$ cat src/rtl/dmem_pkg.sv
// rtl/dmem_pkg.sv - shared types and constants for the data-memory arbiter
package dmem_pkg;

    localparam int unsigned DMEM_DEPTH = 1024;

    typedef enum logic {
        P_PRIO  = 1'b0,
        D_FORCE = 1'b1
    } arb_state_t;

    typedef struct packed {
        logic        we;
        logic [31:0] addr;
        logic [31:0] wdata;
    } mem_req_t;

    function automatic logic addr_in_range(input logic [31:0] addr, input int unsigned depth);
        return addr < depth;
    endfunction

endpackage

$ cat src/rtl/dmem_rsp_reg.sv
// rtl/dmem_rsp_reg.sv - per-port registered load response (rvalid/rdata/err)
module dmem_rsp_reg (
    input  logic        clk,
    input  logic        rst_n,
    input  logic        gnt,
    input  logic        we,
    input  logic        in_range,
    input  logic [31:0] mem_rdata,
    output logic        rvalid,
    output logic [31:0] rdata,
    output logic        err
);

    logic        rvalid_q, rvalid_d;
    logic        err_q, err_d;
    logic [31:0] rdata_q, rdata_d;

    always_comb begin
        rvalid_d = gnt & ~we;
        err_d    = gnt & ~in_range;
        rdata_d  = rdata_q;
        // Out-of-range loads return zero rather than whatever the memory aliases to.
        if (gnt && !we) begin
            rdata_d = in_range ? mem_rdata : 32'd0;
        end
    end

    always_ff @(posedge clk or negedge rst_n) begin
        if (!rst_n) begin
            rvalid_q <= 1'b0;
            err_q    <= 1'b0;
            rdata_q  <= 32'd0;
        end else begin
            rvalid_q <= rvalid_d;
            err_q    <= err_d;
            rdata_q  <= rdata_d;
        end
    end

    assign rvalid = rvalid_q;
    assign rdata  = rdata_q;
    assign err    = err_q;

endmodule

$ cat src/rtl/dmem_arbiter.sv
// rtl/dmem_arbiter.sv - two-port data-memory arbiter with P priority and D starvation guard
module dmem_arbiter
    import dmem_pkg::*;
#(
    parameter int unsigned DEPTH      = DMEM_DEPTH,
    parameter int unsigned STARVE_MAX = 8,
    parameter int unsigned CNT_W      = 4
) (
    input  logic        clk,
    input  logic        rst_n,
    input  logic        p_req,
    input  logic        p_we,
    input  logic [31:0] p_addr,
    input  logic [31:0] p_wdata,
    output logic        p_gnt,
    output logic        p_stall,
    output logic        p_rvalid,
    output logic [31:0] p_rdata,
    output logic        p_err,
    input  logic        d_req,
    input  logic        d_we,
    input  logic [31:0] d_addr,
    input  logic [31:0] d_wdata,
    output logic        d_gnt,
    output logic        d_rvalid,
    output logic [31:0] d_rdata,
    output logic        d_err,
    output logic [31:0] mem_addr,
    output logic [31:0] mem_wdata,
    output logic        mem_we,
    input  logic [31:0] mem_rdata
);

    localparam logic [CNT_W-1:0] STARVE_LIM = CNT_W'(STARVE_MAX);

    arb_state_t       state_q, state_d;
    logic [CNT_W-1:0] cnt_q, cnt_d;
    mem_req_t         p_req_s, d_req_s, gnt_req;
    logic             gnt_in_range;

    assign p_req_s = '{we: p_we, addr: p_addr, wdata: p_wdata};
    assign d_req_s = '{we: d_we, addr: d_addr, wdata: d_wdata};

    // Grants are forced low in reset so a store in flight cannot reach the memory.
    always_comb begin
        p_gnt = 1'b0;
        d_gnt = 1'b0;
        if (rst_n) begin
            if (state_q == D_FORCE) begin
                d_gnt = d_req;
                p_gnt = p_req & ~d_req;
            end else begin
                p_gnt = p_req;
                d_gnt = d_req & ~p_req;
            end
        end
    end

    assign p_stall = p_req & ~p_gnt;

    always_comb begin
        gnt_req = '0;
        if (p_gnt) begin
            gnt_req = p_req_s;
        end else if (d_gnt) begin
            gnt_req = d_req_s;
        end
    end

    assign gnt_in_range = addr_in_range(gnt_req.addr, DEPTH);
    assign mem_addr     = gnt_req.addr;
    assign mem_wdata    = gnt_req.wdata;
    assign mem_we       = gnt_req.we & gnt_in_range;

    always_comb begin
        cnt_d   = cnt_q;
        state_d = state_q;
        if (!d_req || d_gnt) begin
            cnt_d = '0;
        end else if (cnt_q < STARVE_LIM) begin
            cnt_d = cnt_q + CNT_W'(1);
        end
        case (state_q)
            P_PRIO:  if (cnt_d == STARVE_LIM) state_d = D_FORCE;
            D_FORCE: if (d_gnt || !d_req) state_d = P_PRIO;
            default: state_d = P_PRIO;
        endcase
    end

    always_ff @(posedge clk or negedge rst_n) begin
        if (!rst_n) begin
            state_q <= P_PRIO;
            cnt_q   <= '0;
        end else begin
            state_q <= state_d;
            cnt_q   <= cnt_d;
        end
    end

    dmem_rsp_reg u_p_rsp (
        .clk       (clk),
        .rst_n     (rst_n),
        .gnt       (p_gnt),
        .we        (p_we),
        .in_range  (gnt_in_range),
        .mem_rdata (mem_rdata),
        .rvalid    (p_rvalid),
        .rdata     (p_rdata),
        .err       (p_err)
    );

    dmem_rsp_reg u_d_rsp (
        .clk       (clk),
        .rst_n     (rst_n),
        .gnt       (d_gnt),
        .we        (d_we),
        .in_range  (gnt_in_range),
        .mem_rdata (mem_rdata),
        .rvalid    (d_rvalid),
        .rdata     (d_rdata),
        .err       (d_err)
    );

endmodule

$ cat config.mk
export PLATFORM = sky130hd
export DESIGN_NAME = dmem_arbiter
export DESIGN_NICKNAME = d
export VERILOG_FILES = /design/src/rtl/dmem_pkg.sv /design/src/rtl/dmem_rsp_reg.sv /design/src/rtl/dmem_arbiter.sv
export SDC_FILE = /design/constraint.sdc
export NUM_CORES = 1
export LEC_CHECK = 0
export CORE_AREA = 5 5 113 115
export DETAILED_ROUTE_END_ITERATION = 8
export DIE_AREA = 0 0 118 120
export DONT_BUFFER_PORTS = 1
export HOLD_SLACK_MARGIN = 0.08
export PLACE_DENSITY = 0.56
export SYNTH_ARGS = -nofsm -noshare
export SYNTH_HDL_FRONTEND = slang
export SYNTH_SLANG_ARGS = --single-unit
$ cat constraint.sdc
create_clock -name clk -period 3.9 [get_ports clk]
set_input_delay 0.78 -clock clk [delete_from_list [all_inputs] [get_ports clk]]
set_output_delay 0.78 -clock clk [all_outputs]
set_load 0.02 [all_outputs]
### Word-level counts from Yosys, hierarchy flattened

Index checks and enable logic that the tools add are counted.
Widths: inputs -> output; s select.

| cells by class | value |
|---|---|
| bitwise gates (word level) | 15 |
| reduce and logical (&&, ||, !) cells | 6 |
| add/subtract/negate cells | 1 |
| equality and inequality tests | 1 |
| multiplexer cells | 12 |
| order comparisons | 2 |

Operators by type and width:

| cell | number |
|---|---|
| $mux 65 | 2 |
| $lt 32x11->1 const B | 1 |
| $mux 32 | 1 |
| $and 1x1->1 | 8 |
| $mux 4 | 2 |
| $not 1->1 | 7 |
| $mux 1 | 6 |
| $add 4x1->4 const B | 1 |
| $eq 4x4->1 const B | 1 |
| $lt 4x4->1 const B | 1 |
| $logic_not 1->1 | 3 |
| $logic_and 1x1->1 | 2 |
| $pmux 1 s2 | 1 |
| $logic_or 1x1->1 | 1 |

| storage, ports and cells | value |
|---|---|
| output and inout port bits | 136 |
| bits in registers | 73 |
| logic and storage cells | 45 |
| input bits | 166 |

### Longest topological paths before layout

| logic depth | value |
|---|---|
| depth in word-level cells | 9 |
| depth in mapped cells | 11 |
| gate-level depth less buffers | 8 |

### Modules after synthesis

Synthesis repeated with hierarchy kept, for this count alone.

| second synthesis, totals | value |
|---|---|
| cells, all modules | 428 |
| area, all modules | 4204.0 µm² |

Modules (own cells, without submodules):

| module | cells an instance | seq. area each (µm²) | area an instance (µm²) | times used |
|---|---|---|---|---|
| dmem_rsp_reg | 140 | 850.8 | 1522.7 | 2 |
| dmem_arbiter | 148 | 125.1 | 1158.6 | 1 |

### Worst setup path before layout

Ideal clock, no wire load.

| path | value |
|---|---|
| kind | input to output |
| start | in p_req |
| end | out mem_we |
| data arrival time | 3.040 ns |
| path buffers | 2 |
| data required time | 3.120 ns |
| setup slack | 0.080 ns |
| stages on the path | 8 |
| cell sequence | a21boi_1 > nand3_1 > o21ai_0 > or4_1 > or3_1 > buf_6 > buf_6 > nor3_1 |

| on the way | value |
|---|---|
| cells in the longest elaborated chain, start to end | 8 |
| elaborated cells on any way between the ends | 11 |
| those cells by class | order compare (1); mux (6); bitwise (4) |

Ends and longest elaborated chain:

| item | line | RTL |
|---|---|---|
| from (decl) | dmem_arbiter.sv:11 | `input logic p_req,` |
| $not 1->1 | dmem_arbiter.sv:54 | `d_gnt = d_req & ~p_req;` |
| $and 1x1->1 | dmem_arbiter.sv:54 |  |
| $mux 1 | dmem_arbiter.sv:49 | `if (state_q == D_FORCE) begin` |
| $mux 1 | dmem_arbiter.sv:48 | `if (rst_n) begin` |
| $mux 65 | dmem_arbiter.sv:65 | `end else if (d_gnt) begin` |
| $mux 65 * | dmem_arbiter.sv:63 | `if (p_gnt) begin` |
| via mem_addr[19] | dmem_arbiter.sv:28 | `output logic [31:0] mem_addr,` |
| $lt 32x11->1 * | dmem_pkg.sv:18 | `return addr < depth;` |
| $and 1x1->1 * | dmem_arbiter.sv:73 | `assign mem_we = gnt_req.we & gnt_in_range;` |
| to (decl) | dmem_arbiter.sv:30 | `output logic mem_we,` |

Mark *: on every way through the listed nets, which the timed path passes. The rest lies on a longest branch.

### Worst setup path after layout

| path | value |
|---|---|
| start | reg state_q |
| end | out mem_we |

| on the way | value |
|---|---|
| cells in the longest elaborated chain, start to end | 6 |
| elaborated cells on any way between the ends | 8 |
| those cells by class | order compare (1); mux (6); bitwise (1) |

Ends and longest elaborated chain:

| item | line | RTL |
|---|---|---|
| from (decl) | dmem_arbiter.sv:36 | `arb_state_t state_q, state_d;` |
| from (signal assigned) | dmem_arbiter.sv:95 | `state_q <= state_d;` |
| $mux 1 | dmem_arbiter.sv:49 |  |
| $mux 1 | dmem_arbiter.sv:48 |  |
| $mux 65 | dmem_arbiter.sv:65 |  |
| $mux 65 * | dmem_arbiter.sv:63 |  |
| $lt 32x11->1 | dmem_pkg.sv:18 |  |
| $and 1x1->1 * | dmem_arbiter.sv:73 |  |

Every way passes the cells marked *; elsewhere a longest branch is shown, timed or not.

==> run metrics <==
Final setup viols 0; # fillers 1,183; area leader, netlist dfrtp_1; IO Port Bufs 0; DRT iter0 DRCs 275; Inst Count DP 585; Setup TNS Final 0 ns; crit path launch type flip-flop; vias per cell 6.00; Routed WL 17.0 mm; register-to-register setup slack 1.00 ns; synth unique cells 37; FP Rows 40; Syn Std Cell Area 4280 µm²; Num CTS Buffers 9; antenna violations before repair 7; layout net count 616; area delta synth->final 12.0%; RSZ-0062 raised after global routing no; core region area 11,700 µm²; clock buffer depth 2; reg-to-reg endpoint u_d_rsp.rdata[24]; layout cells sized above 1 0.227; dpl hpwl 13.1 mm; HP Class primary input to asynchronous set/reset pin; post-synth top area share 0.427; Seq/Total Area, Yosys 0.427; relative slew slack 0.337; synthesized flop and latch total 73; routed len/inst 28.1 µm; first-pass GRT wire length 24.5 mm; Worst-path clk slew 0.06 ns; DRC Markers 0; Max Cap Violations 0; final instance count without filler cells 603; status finished, final reports clean; CTS H-tree depth 3; Root Driver clkbuf_16; leakage power 1.96 nW; IO Count 302; total power 0.00197 W; Tcrit/Tclk final 0.907; GRT Total Usage 0.228; worst-path maximum fanout 13; Skew-Pair Late Insertion Delay 0.33 ns; kind of critical path flip-flop to output pin; final hold vios 0; Die Ht 120 µm; Pwr Density 410 nW/µm²; Syn Area/Cell 9.36 µm²; die area 14,200 µm²; largest cells by area after synthesis dfrtp_1 (43%), o31ai_2 (14%), nand2_1 (13%), a22o_1 (8.6%), o31ai_1 (2.6%); Critical Path AT 2.76 ns; CP Data Required Time 3.12 ns; drt pass-1 iters 4; clk_skew 0.00451 ns; Hold-fix buffers, CTS 0; Peak Freq 283 MHz; final RePlAce weighted congestion 0.977; post-CTS sizing 0; Slew Viols, Final 0; Worst Tran Pin Value 0.995 ns; CP endpoint kind output pin; # Post-CTS Setup Buffers 0; Detail Route Antenna Nets 0; vias in the first global route 3,570; maximum VDD drop 296 µV; die width 118 µm; FF-to-FF Start state_q; worst-case reg-to-reg path depth 7; total grt overflow 0; TritonCTS clock tree done; pin count of the biggest net entering global routing 116; Syn Nets 624; clk sink count 73; Starting Density 0.365; via count 3,620; yosys warns 0; min cycle time layout 3.54 ns; Syn Inst Count 457
==> final cells by class <==
cell class	instances	area, µm²	area share
antenna	2	5.00	0.00104
sequential	73	1830	0.381
tap	147	184	0.0384
multi-input combinational	333	2190	0.457
clock inverter	7	95.1	0.0198
clock buffer	9	225	0.0470
inverter	6	22.5	0.00470
timing repair buffer	26	245	0.0512
==> kinds of logic after synthesis <==
group                    synth area share
flip-flops                          0.427
multiplexers                      0.00234
buffers and inverters              0.0638
adder cells (fa/ha/maj)           0.00292
XOR/XNOR                          0.00410
AND/OR/NAND/NOR                     0.192
AO/OA/AOI/OAI                       0.308
==> stage by stage <==
step / worst slack [ns] / instance area (µm²) / util / hold slack, ns
3_5_place_dp: 0.389 / 4470 / 0.381 / 0.487
2_1_floorplan: 0.0803 / 4280 / - / 0.467
4_1_cts: 0.341 / 4790 / 0.409 / 0.126
5_1_grt: 0.193 / 4790 / 0.409 / 0.122
6_report: 0.364 / 4790 / 0.409 / 0.145
3_3_place_gp: 0.393 / 4470 / 0.381 / 0.488
==> Yosys cell counts <==
library cell / n
inv_2: 4
nand4_1: 1
nor2b_1: 3
nor3_1: 3
ha_1: 1
a32o_1: 8
o21ai_2: 2
nand2b_4: 1
o21ai_0: 7
xor2_1: 1
o31ai_2: 49
nor4_1: 1
a22oi_1: 3
mux2i_1: 1
nand3_2: 2
and2_1: 10
buf_6: 8
nand2b_1: 2
a22o_1: 42
nand2_2: 1
a21boi_1: 1
or3_1: 1
a21oi_1: 4
buf_2: 5
buf_4: 4
nand2_1: 145
clkbuf_1: 28
or2_1: 2
xnor2_1: 1
o22ai_1: 1
o31ai_1: 15
o21ai_1: 7
nor2_1: 3
or4_1: 4
inv_1: 2
dfrtp_1: 73
nand3_1: 11
==> state kept, by name, summed over array words and instances, names as in the netlist <==
| name | cells |
|---|---|
| cnt_q | 4 |
| u_d_rsp.rvalid | 1 |
| u_p_rsp.err | 1 |
| u_p_rsp.rdata | 32 |
| u_d_rsp.err | 1 |
| u_d_rsp.rdata | 32 |
| state_q | 1 |
| u_p_rsp.rvalid | 1 |
==> critical path, cell delays in order, from the launching register on <==
cell	delay [ns]
dfrtp_1	0.41
nand2b_4	0.21
nand2_2	0.22
o21ai_0	0.15
or4_1	0.55
or3_4	0.50
nor3_1	0.20
buf_4	0.18
==> metal layers <==
metal	vias to the layer above	wire length (µm)	share of wire	GRT usage
met2	195	7920	0.47	0.342
met3	33	2310	0.14	0.133
met4	10	417	0.025	0.0781
met5	-	63	0.0037	0
met1	1758	6240	0.37	0.271
li1	1624	-	-	-
==> worst max path at each step <==
stage | start | endpoint | slack (ns) | cells past startpoint
CTS | state_q | mem_we | 0.34 | 7
global placement | p_req | mem_we | 0.39 | 8
floorplan | p_req | mem_we | 0.08 | 8
detailed placement | p_req | mem_we | 0.39 | 8
global route | state_q | mem_we | 0.19 | 7
finish | state_q | mem_we | 0.36 | 7
==> where the power goes <==
group	switching, W	internal, W
sequential	0.0000284	0.000772
combinational	0.000202	0.0000827
clock	0.000322	0.000560
total	0.000552	0.00141
==> cells in the final DEF, fill, tap and decap left out, types with 4 or more instances in the layout <==
| master | synthesis | layout |
|---|---|---|
| a21oi_1 | 4 | 4 |
| a22o_1 | 42 | 42 |
| a32o_1 | 8 | 8 |
| and2_1 | 10 | 10 |
| buf_12 | 0 | 4 |
| buf_4 | 4 | 22 |
| clkbuf_16 | 0 | 9 |
| dfrtp_1 | 73 | 73 |
| inv_2 | 4 | 4 |
| nand2_1 | 145 | 145 |
| nand3_1 | 11 | 11 |
| o21ai_0 | 7 | 7 |
| o21ai_1 | 7 | 7 |
| o31ai_1 | 15 | 15 |
| o31ai_2 | 49 | 49 |
Power figures use the tool's default switching activity.
